**config.mk**
```make
export PLATFORM = sky130hd
export DESIGN_NAME = vga_timing_gen
export DESIGN_NICKNAME = d
export VERILOG_FILES = /design/src/rtl/vga_timing_gen.sv
export SDC_FILE = /design/constraint.sdc
export NUM_CORES = 1
export LEC_CHECK = 0
export BUFFER_PORTS_ARGS = -buffer_cell sky130_fd_sc_hd__buf_2
export CORE_AREA = 3 3 79 81
export CTS_CLUSTER_SIZE = 40
export DETAILED_ROUTE_END_ITERATION = 10
export DIE_AREA = 0 0 82 84
export HOLD_SLACK_MARGIN = 0.06
export PLACE_DENSITY = 0.78
export SLEW_MARGIN = 5
export SYNTH_ARGS = -nofsm -noshare
export SYNTH_HDL_FRONTEND = slang
export SYNTH_SLANG_ARGS = --single-unit
```
**constraint.sdc**
```tcl
create_clock -name clk_in -period 3.85 [get_ports clk_in]
set_input_delay 0.385 -clock clk_in [delete_from_list [all_inputs] [get_ports clk_in]]
set_output_delay 0.385 -clock clk_in [all_outputs]
set_load 0.005 [all_outputs]
```
**src/rtl/vga_timing_gen.sv**
```systemverilog
// VGA raster timing generator: steps one pixel per pix_clk rising edge in the clk_in domain.
// Define VGA_TIMING_PREFETCH_EN to run the framebuffer fetch position FETCH_LEAD pixels ahead.
module vga_timing_gen #(
    parameter int unsigned H_ACTIVE   = 640,
    parameter int unsigned H_FP       = 16,
    parameter int unsigned H_SYNC     = 96,
    parameter int unsigned H_BP       = 48,
    parameter int unsigned V_ACTIVE   = 480,
    parameter int unsigned V_FP       = 10,
    parameter int unsigned V_SYNC     = 2,
    parameter int unsigned V_BP       = 33,
    parameter logic        SYNC_POL   = 1'b0,
    parameter int unsigned FETCH_LEAD = 2
) (
    input  logic        clk_in,
    input  logic        rst,
    input  logic        pix_clk,
    input  logic        pll_locked,
    output logic        hsync,
    output logic        vsync,
    output logic        de,
    output logic [9:0]  hcount,
    output logic [9:0]  vcount,
    output logic        line_start,
    output logic        frame_start,
    output logic        fb_rd,
    output logic [18:0] fb_addr
);

    localparam int unsigned L_H_TOTAL = H_ACTIVE + H_FP + H_SYNC + H_BP;
    localparam int unsigned L_V_TOTAL = V_ACTIVE + V_FP + V_SYNC + V_BP;

    localparam logic [9:0]  L_H_ACT     = 10'(H_ACTIVE);
    localparam logic [9:0]  L_H_LAST    = 10'(L_H_TOTAL - 1);
    localparam logic [9:0]  L_HS_FIRST  = 10'(H_ACTIVE + H_FP);
    localparam logic [9:0]  L_HS_LAST   = 10'(H_ACTIVE + H_FP + H_SYNC - 1);
    localparam logic [9:0]  L_V_ACT     = 10'(V_ACTIVE);
    localparam logic [9:0]  L_V_LAST    = 10'(L_V_TOTAL - 1);
    localparam logic [9:0]  L_VS_FIRST  = 10'(V_ACTIVE + V_FP);
    localparam logic [9:0]  L_VS_LAST   = 10'(V_ACTIVE + V_FP + V_SYNC - 1);
    localparam logic [18:0] L_ADDR_LAST = 19'(H_ACTIVE * V_ACTIVE - 1);

    if (FETCH_LEAD == 0 || FETCH_LEAD > H_FP) begin : g_lead_check
        $error("vga_timing_gen: FETCH_LEAD must lie in 1..H_FP");
    end

    typedef enum logic {S_IDLE, S_RUN} state_t;

    state_t      r_state, w_state_nxt;
    logic        r_pix_clk_d;
    logic        w_pix_ce;
    logic        w_start, w_step, w_run_nxt;

    logic [9:0]  r_hcount, r_vcount, w_hcount_nxt, w_vcount_nxt;
    logic [9:0]  w_fh_nxt, w_fv_nxt;
    logic        r_hsync, r_vsync, r_de, r_line_start, r_frame_start, r_fb_rd;
    logic        w_hsync_nxt, w_vsync_nxt, w_de_nxt, w_line_start_nxt, w_frame_start_nxt, w_fb_rd_nxt;
    logic [18:0] r_fb_addr, w_fb_addr_nxt;

    function automatic logic [19:0] f_step(input logic [9:0] h, input logic [9:0] v);
        logic [9:0] h_n;
        logic [9:0] v_n;
        h_n = h + 10'd1;
        v_n = v;
        if (h == L_H_LAST) begin
            h_n = '0;
            v_n = (v == L_V_LAST) ? '0 : v + 10'd1;
        end
        return {v_n, h_n};
    endfunction

    assign w_pix_ce = pix_clk & ~r_pix_clk_d;

    always_ff @(posedge clk_in or negedge rst) begin
        if (!rst) begin
            r_state <= S_IDLE;
        end else begin
            r_state <= w_state_nxt;
        end
    end

    always_comb begin
        w_state_nxt  = r_state;
        w_hcount_nxt = r_hcount;
        w_vcount_nxt = r_vcount;
        w_start      = 1'b0;
        w_step       = 1'b0;
        case (r_state)
            S_IDLE: begin
                if (w_pix_ce && pll_locked) begin
                    w_state_nxt  = S_RUN;
                    w_start      = 1'b1;
                    w_hcount_nxt = '0;
                    w_vcount_nxt = L_V_ACT;
                end
            end
            S_RUN: begin
                // Loss of lock wins over a coincident pixel strobe.
                if (!pll_locked) begin
                    w_state_nxt  = S_IDLE;
                    w_hcount_nxt = '0;
                    w_vcount_nxt = '0;
                end else if (w_pix_ce) begin
                    w_step = 1'b1;
                    {w_vcount_nxt, w_hcount_nxt} = f_step(r_hcount, r_vcount);
                end
            end
            default: w_state_nxt = S_IDLE;
        endcase
    end

    assign w_run_nxt = (w_state_nxt == S_RUN);

`ifdef VGA_TIMING_PREFETCH_EN
    localparam logic [9:0] L_FETCH_H0 = 10'(FETCH_LEAD);

    logic [9:0] r_fh, r_fv;

    always_comb begin
        w_fh_nxt = r_fh;
        w_fv_nxt = r_fv;
        if (!w_run_nxt) begin
            w_fh_nxt = '0;
            w_fv_nxt = '0;
        end else if (w_start) begin
            w_fh_nxt = L_FETCH_H0;
            w_fv_nxt = L_V_ACT;
        end else if (w_step) begin
            {w_fv_nxt, w_fh_nxt} = f_step(r_fh, r_fv);
        end
    end

    always_ff @(posedge clk_in or negedge rst) begin
        if (!rst) begin
            r_fh <= '0;
            r_fv <= '0;
        end else begin
            r_fh <= w_fh_nxt;
            r_fv <= w_fv_nxt;
        end
    end
`else
    assign w_fh_nxt = w_hcount_nxt;
    assign w_fv_nxt = w_vcount_nxt;
`endif

    always_comb begin
        w_de_nxt          = w_run_nxt && (w_hcount_nxt < L_H_ACT) && (w_vcount_nxt < L_V_ACT);
        w_hsync_nxt       = (w_run_nxt && w_hcount_nxt >= L_HS_FIRST && w_hcount_nxt <= L_HS_LAST)
                            ? SYNC_POL : ~SYNC_POL;
        w_vsync_nxt       = (w_run_nxt && w_vcount_nxt >= L_VS_FIRST && w_vcount_nxt <= L_VS_LAST)
                            ? SYNC_POL : ~SYNC_POL;
        w_line_start_nxt  = w_start || (w_step && w_hcount_nxt == '0);
        w_frame_start_nxt = w_step && (w_hcount_nxt == '0) && (w_vcount_nxt == '0);
        w_fb_rd_nxt       = w_run_nxt && (w_fh_nxt < L_H_ACT) && (w_fv_nxt < L_V_ACT);

        // Address follows the fetch position incrementally and parks on the last pixel.
        w_fb_addr_nxt = r_fb_addr;
        if (!w_run_nxt) begin
            w_fb_addr_nxt = '0;
        end else if (w_step) begin
            if (w_fh_nxt == '0 && w_fv_nxt == '0) begin
                w_fb_addr_nxt = '0;
            end else if (r_fb_rd && r_fb_addr != L_ADDR_LAST) begin
                w_fb_addr_nxt = r_fb_addr + 19'd1;
            end
        end
    end

    always_ff @(posedge clk_in or negedge rst) begin
        if (!rst) begin
            r_pix_clk_d   <= 1'b1;
            r_hcount      <= '0;
            r_vcount      <= '0;
            r_hsync       <= ~SYNC_POL;
            r_vsync       <= ~SYNC_POL;
            r_de          <= 1'b0;
            r_line_start  <= 1'b0;
            r_frame_start <= 1'b0;
            r_fb_rd       <= 1'b0;
            r_fb_addr     <= '0;
        end else begin
            r_pix_clk_d   <= pix_clk;
            r_hcount      <= w_hcount_nxt;
            r_vcount      <= w_vcount_nxt;
            r_hsync       <= w_hsync_nxt;
            r_vsync       <= w_vsync_nxt;
            r_de          <= w_de_nxt;
            r_line_start  <= w_line_start_nxt;
            r_frame_start <= w_frame_start_nxt;
            r_fb_rd       <= w_fb_rd_nxt;
            r_fb_addr     <= w_fb_addr_nxt;
        end
    end

    assign hsync       = r_hsync;
    assign vsync       = r_vsync;
    assign de          = r_de;
    assign hcount      = r_hcount;
    assign vcount      = r_vcount;
    assign line_start  = r_line_start;
    assign frame_start = r_frame_start;
    assign fb_rd       = r_fb_rd;
    assign fb_addr     = r_fb_addr;

endmodule

```
==> impl_metrics.tcl <==
set metrics [dict create \
    crit_start "r_state" \
    clock-skew-final_ns 0.0117 \
    report.final.slew_viol_count 0 \
    rsz_0062_raised_after_global_routing "false" \
    route.detailed.wl_per_inst_um 17.5 \
    worst_setup_path_start_kind "flop" \
    synth.avg_cell_area_um2 8.42 \
    cts-buffers-inserted 5 \
    worst_slew_pin_slew_ns 1.03 \
    cts-htree-levels 2 \
    grt_max_degree 47 \
    initial_utilization_pct 56.4 \
    timing.max_slew.rel_slack_pct 31.2 \
    setup_total_negative_slack_ns 0 \
    area_taken_by_multi_input_logic_gates_um2 1770 \
    fraction_of_the_yosys_area_taken_by_sequential_cells_pct 36.9 \
    via_count 3138 \
    max_freq_ghz 0.286 \
    synth_ff_type "sky130_fd_sc_hd__dfrtp_1" \
    clk_pin_slew_worst_paths_ns 0.10 \
    drv_cap 0 \
    final-hold-violation-count 0 \
    clock_latency_ns 0.31 \
    overall_routed_net_length_mm 8.52 \
    edff_count_synth 0 \
    first_global_vias 2922 \
    outcome "finished, final reports clean" \
    synth_nets 379 \
    synthesis.instances 371 \
    cts_tree "done" \
    design.die.area_um2 6890 \
    synth_commonest_cells "sky130_fd_sc_hd__dfrtp_1 (43), sky130_fd_sc_hd__nand3_1 (28), sky130_fd_sc_hd__inv_1 (27), sky130_fd_sc_hd__nand2_1 (27), sky130_fd_sc_hd__nor2_1 (27)" \
    drt_first_pass_iters 5 \
    synth_top_cells_by_area "sky130_fd_sc_hd__dfrtp_1 (34%), sky130_fd_sc_hd__nand3_1 (4.5%), sky130_fd_sc_hd__o21ai_0 (4.0%)" \
    finish.net_count 422 \
    period_needed_ns 3.50 \
    place.port_buffers 48 \
    grt_first_pass_wirelength_mm 14.4 \
    timing.final.setup_violations 0 \
    worst-setup-path-type "reg -> reg" \
    cts_post_setup_buffers_inserted 0 \
    synth.lib_cells_used.distinct 69 \
    n_fill_cell 509 \
    place.detailed.hpwl_mm 6.19 \
    gr-total-overflow 0 \
    top_level_ports 49 \
    timing.critical_path.fanout_max 21 \
    cts-root-buf "sky130_fd_sc_hd__clkbuf_8" \
    final-seq-area_um2 1150 \
    core_region_area_um2 5540 \
    synth_area_um2 3130 \
    synth_top_area_share_pct 34.4 \
    pwr_density_cell_nw_per_um2 261 \
    viasPerCell 6.44 \
    die_width_um 82 \
    final_min_period_over_clock_period_pct 90.8 \
    floorplan.rows 27 \
    postSynthRegisterBits 46 \
    yosysWarningCount 0 \
    leak_pwr_nw 1.57 \
    clock-sinks 46 \
    antenna_violating_nets_post_route 0 \
    timing.critical_path.arrival_ns 3.72 \
    clock_tree.buffer_depth 2 \
    gp_congestion 0.955 \
    synthArstFlopShare_pct 100 \
    post_route_design_area_um2 3540 \
    detail_route.drc_violations 0 \
    power.ir.vdd_worst_uv 137 \
    synth_top_area_cell "sky130_fd_sc_hd__dfrtp_1" \
    area_growth_pct 13.2 \
    global_route_usage_over_all_layers_pct 26.1 \
    synthMostInstantiatedCell "sky130_fd_sc_hd__dfrtp_1" \
    grt_antenna_before_repair 0 \
    antenna-diode-count 0 \
    dieHeight_um 84 \
    layout-drive-gt1-share_pct 19.8 \
    hold_path.class "in -> async" \
    place_area_um2 3440 \
    timing.rr.start "r_state" \
    post_cts.resized_instances 0 \
    required_ns 4.08 \
    number_of_violations_reported_at_the_end_of_detailed_routing_iteration_0 142 \
    worstSetupEndpointType "flop" \
    cts_hold_repair.buffers 0 \
]
per-stage QoR:
step / hold slack (ns) / worst slack [ns] / instances / total power [W] / utilization (%)
finish: 0.251 / 0.354 / 487 / 0.000925 / 63.9
global route: 0.257 / 0.203 / 487 / 0.000964 / 63.9
CTS: 0.259 / 0.409 / 487 / 0.000928 / 63.7
detailed placement: 0.583 / 0.428 / 479 / 0.000615 / 62.0
global placement: 0.550 / 0.528 / 479 / 0.000613 / 62.0
floorplan: 0.0894 / 0.682 / 371 / 0.000574 / -
sequential cells by signal, summed over array words and instances (netlist names):
| register | cells |
|---|---|
| r_state | 1 |
| hcount | 10 |
| vsync | 1 |
| line_start | 1 |
| fb_rd | 1 |
| r_pix_clk_d | 1 |
| hsync | 1 |
| vcount | 10 |
| frame_start | 1 |
| fb_addr | 19 |
worst max-delay path, stage by stage (launching register included):
cell,delay [ns]
sky130_fd_sc_hd__dfrtp_1,0.68
sky130_fd_sc_hd__nand4b_2,0.37
sky130_fd_sc_hd__nor4_1,0.86
sky130_fd_sc_hd__a31oi_1,0.20
sky130_fd_sc_hd__a31oi_1,0.30
sky130_fd_sc_hd__or3_1,0.17
sky130_fd_sc_hd__or4_1,0.18
sky130_fd_sc_hd__buf_4,0.26
sky130_fd_sc_hd__nand2_1,0.15
sky130_fd_sc_hd__o221ai_1,0.22
per-layer routing:
layer	share of wire (%)	track usage, %	up-vias
li1	-	-	1490
met1	42	35.8	1487
met2	48	41.1	137
met3	7.2	4.21	24
met4	2.8	8.91	0
met5	0	0	-
placed cells by master (no fill, tap or decap), types with 4 or more instances in the layout:
| cell | netlist | layout |
|---|---|---|
| sky130_fd_sc_hd__a32oi_1 | 5 | 5 |
| sky130_fd_sc_hd__nand2b_1 | 5 | 5 |
| sky130_fd_sc_hd__buf_2 | 10 | 48 |
| sky130_fd_sc_hd__inv_1 | 27 | 27 |
| sky130_fd_sc_hd__a21oi_1 | 7 | 7 |
| sky130_fd_sc_hd__and2_1 | 4 | 4 |
| sky130_fd_sc_hd__nor3_1 | 15 | 15 |
| sky130_fd_sc_hd__a31oi_1 | 7 | 7 |
| sky130_fd_sc_hd__o21ai_1 | 8 | 8 |
| sky130_fd_sc_hd__nand2_1 | 27 | 27 |
| sky130_fd_sc_hd__nand3_1 | 28 | 28 |
| sky130_fd_sc_hd__and3_1 | 8 | 8 |
| sky130_fd_sc_hd__nor4_1 | 9 | 9 |
| sky130_fd_sc_hd__nand4_1 | 8 | 8 |
| sky130_fd_sc_hd__clkbuf_8 | 0 | 6 |
| sky130_fd_sc_hd__ha_1 | 4 | 4 |
| sky130_fd_sc_hd__nor2b_1 | 6 | 6 |
| sky130_fd_sc_hd__buf_4 | 1 | 9 |
| sky130_fd_sc_hd__dfrtp_1 | 43 | 43 |
| sky130_fd_sc_hd__nand4b_1 | 4 | 4 |
| sky130_fd_sc_hd__o211ai_1 | 10 | 10 |
| sky130_fd_sc_hd__o21ai_0 | 25 | 25 |
| sky130_fd_sc_hd__nor2_1 | 27 | 27 |
path summary, 6_finish.rpt:
kind | slack, ns | depth (start not counted) | to
min | 0.25 | 1 | fb_addr[2]
min in group clk_in | 0.27 | 1 | r_pix_clk_d
max in group asynchronous | 2.96 | 1 | vcount[3]
min reg2reg | 0.58 | 1 | fb_addr[0]
max | 0.35 | 9 | fb_addr[16]
max reg2reg | 0.35 | 9 | fb_addr[16]
logic make-up (layout without fill, tap and decap cells):
logic type	after synthesis	after routing	share of synthesized area [%]
AOI/OAI and AO/OA	100	100	22.6
buffers and inverters	49	93	6.69
xor gates and xnor gates	1	1	0.280
and+or+nand+nor	169	169	31.2
DFF	46	46	36.9
adders and majority gates	4	4	1.60
muxes	2	2	0.681
power by group:
part / internal [W] / total, W / switching (W) / leakage [nW]
Combinational: 0.0000357 / 0.000102 / 0.0000663 / 0.898
Clock: 0.000145 / 0.000318 / 0.000173 / 0.0472
Sequential: 0.000491 / 0.000505 / 0.0000140 / 0.625
Total: 0.000672 / 0.000925 / 0.000254 / 1.57
final cells by class:
| cell class | count | share of cell area (%) |
|---|---|---|
| inverters | 27 | 2.86 |
| multi-input cells | 276 | 50.0 |
| clock buffers | 6 | 2.33 |
| well taps | 72 | 2.55 |
| clock inverters | 2 | 0.354 |
| repair buffers | 58 | 9.26 |
| flip-flops and latches | 46 | 32.6 |
No activity file was read; power rests on OpenSTA's default activity.
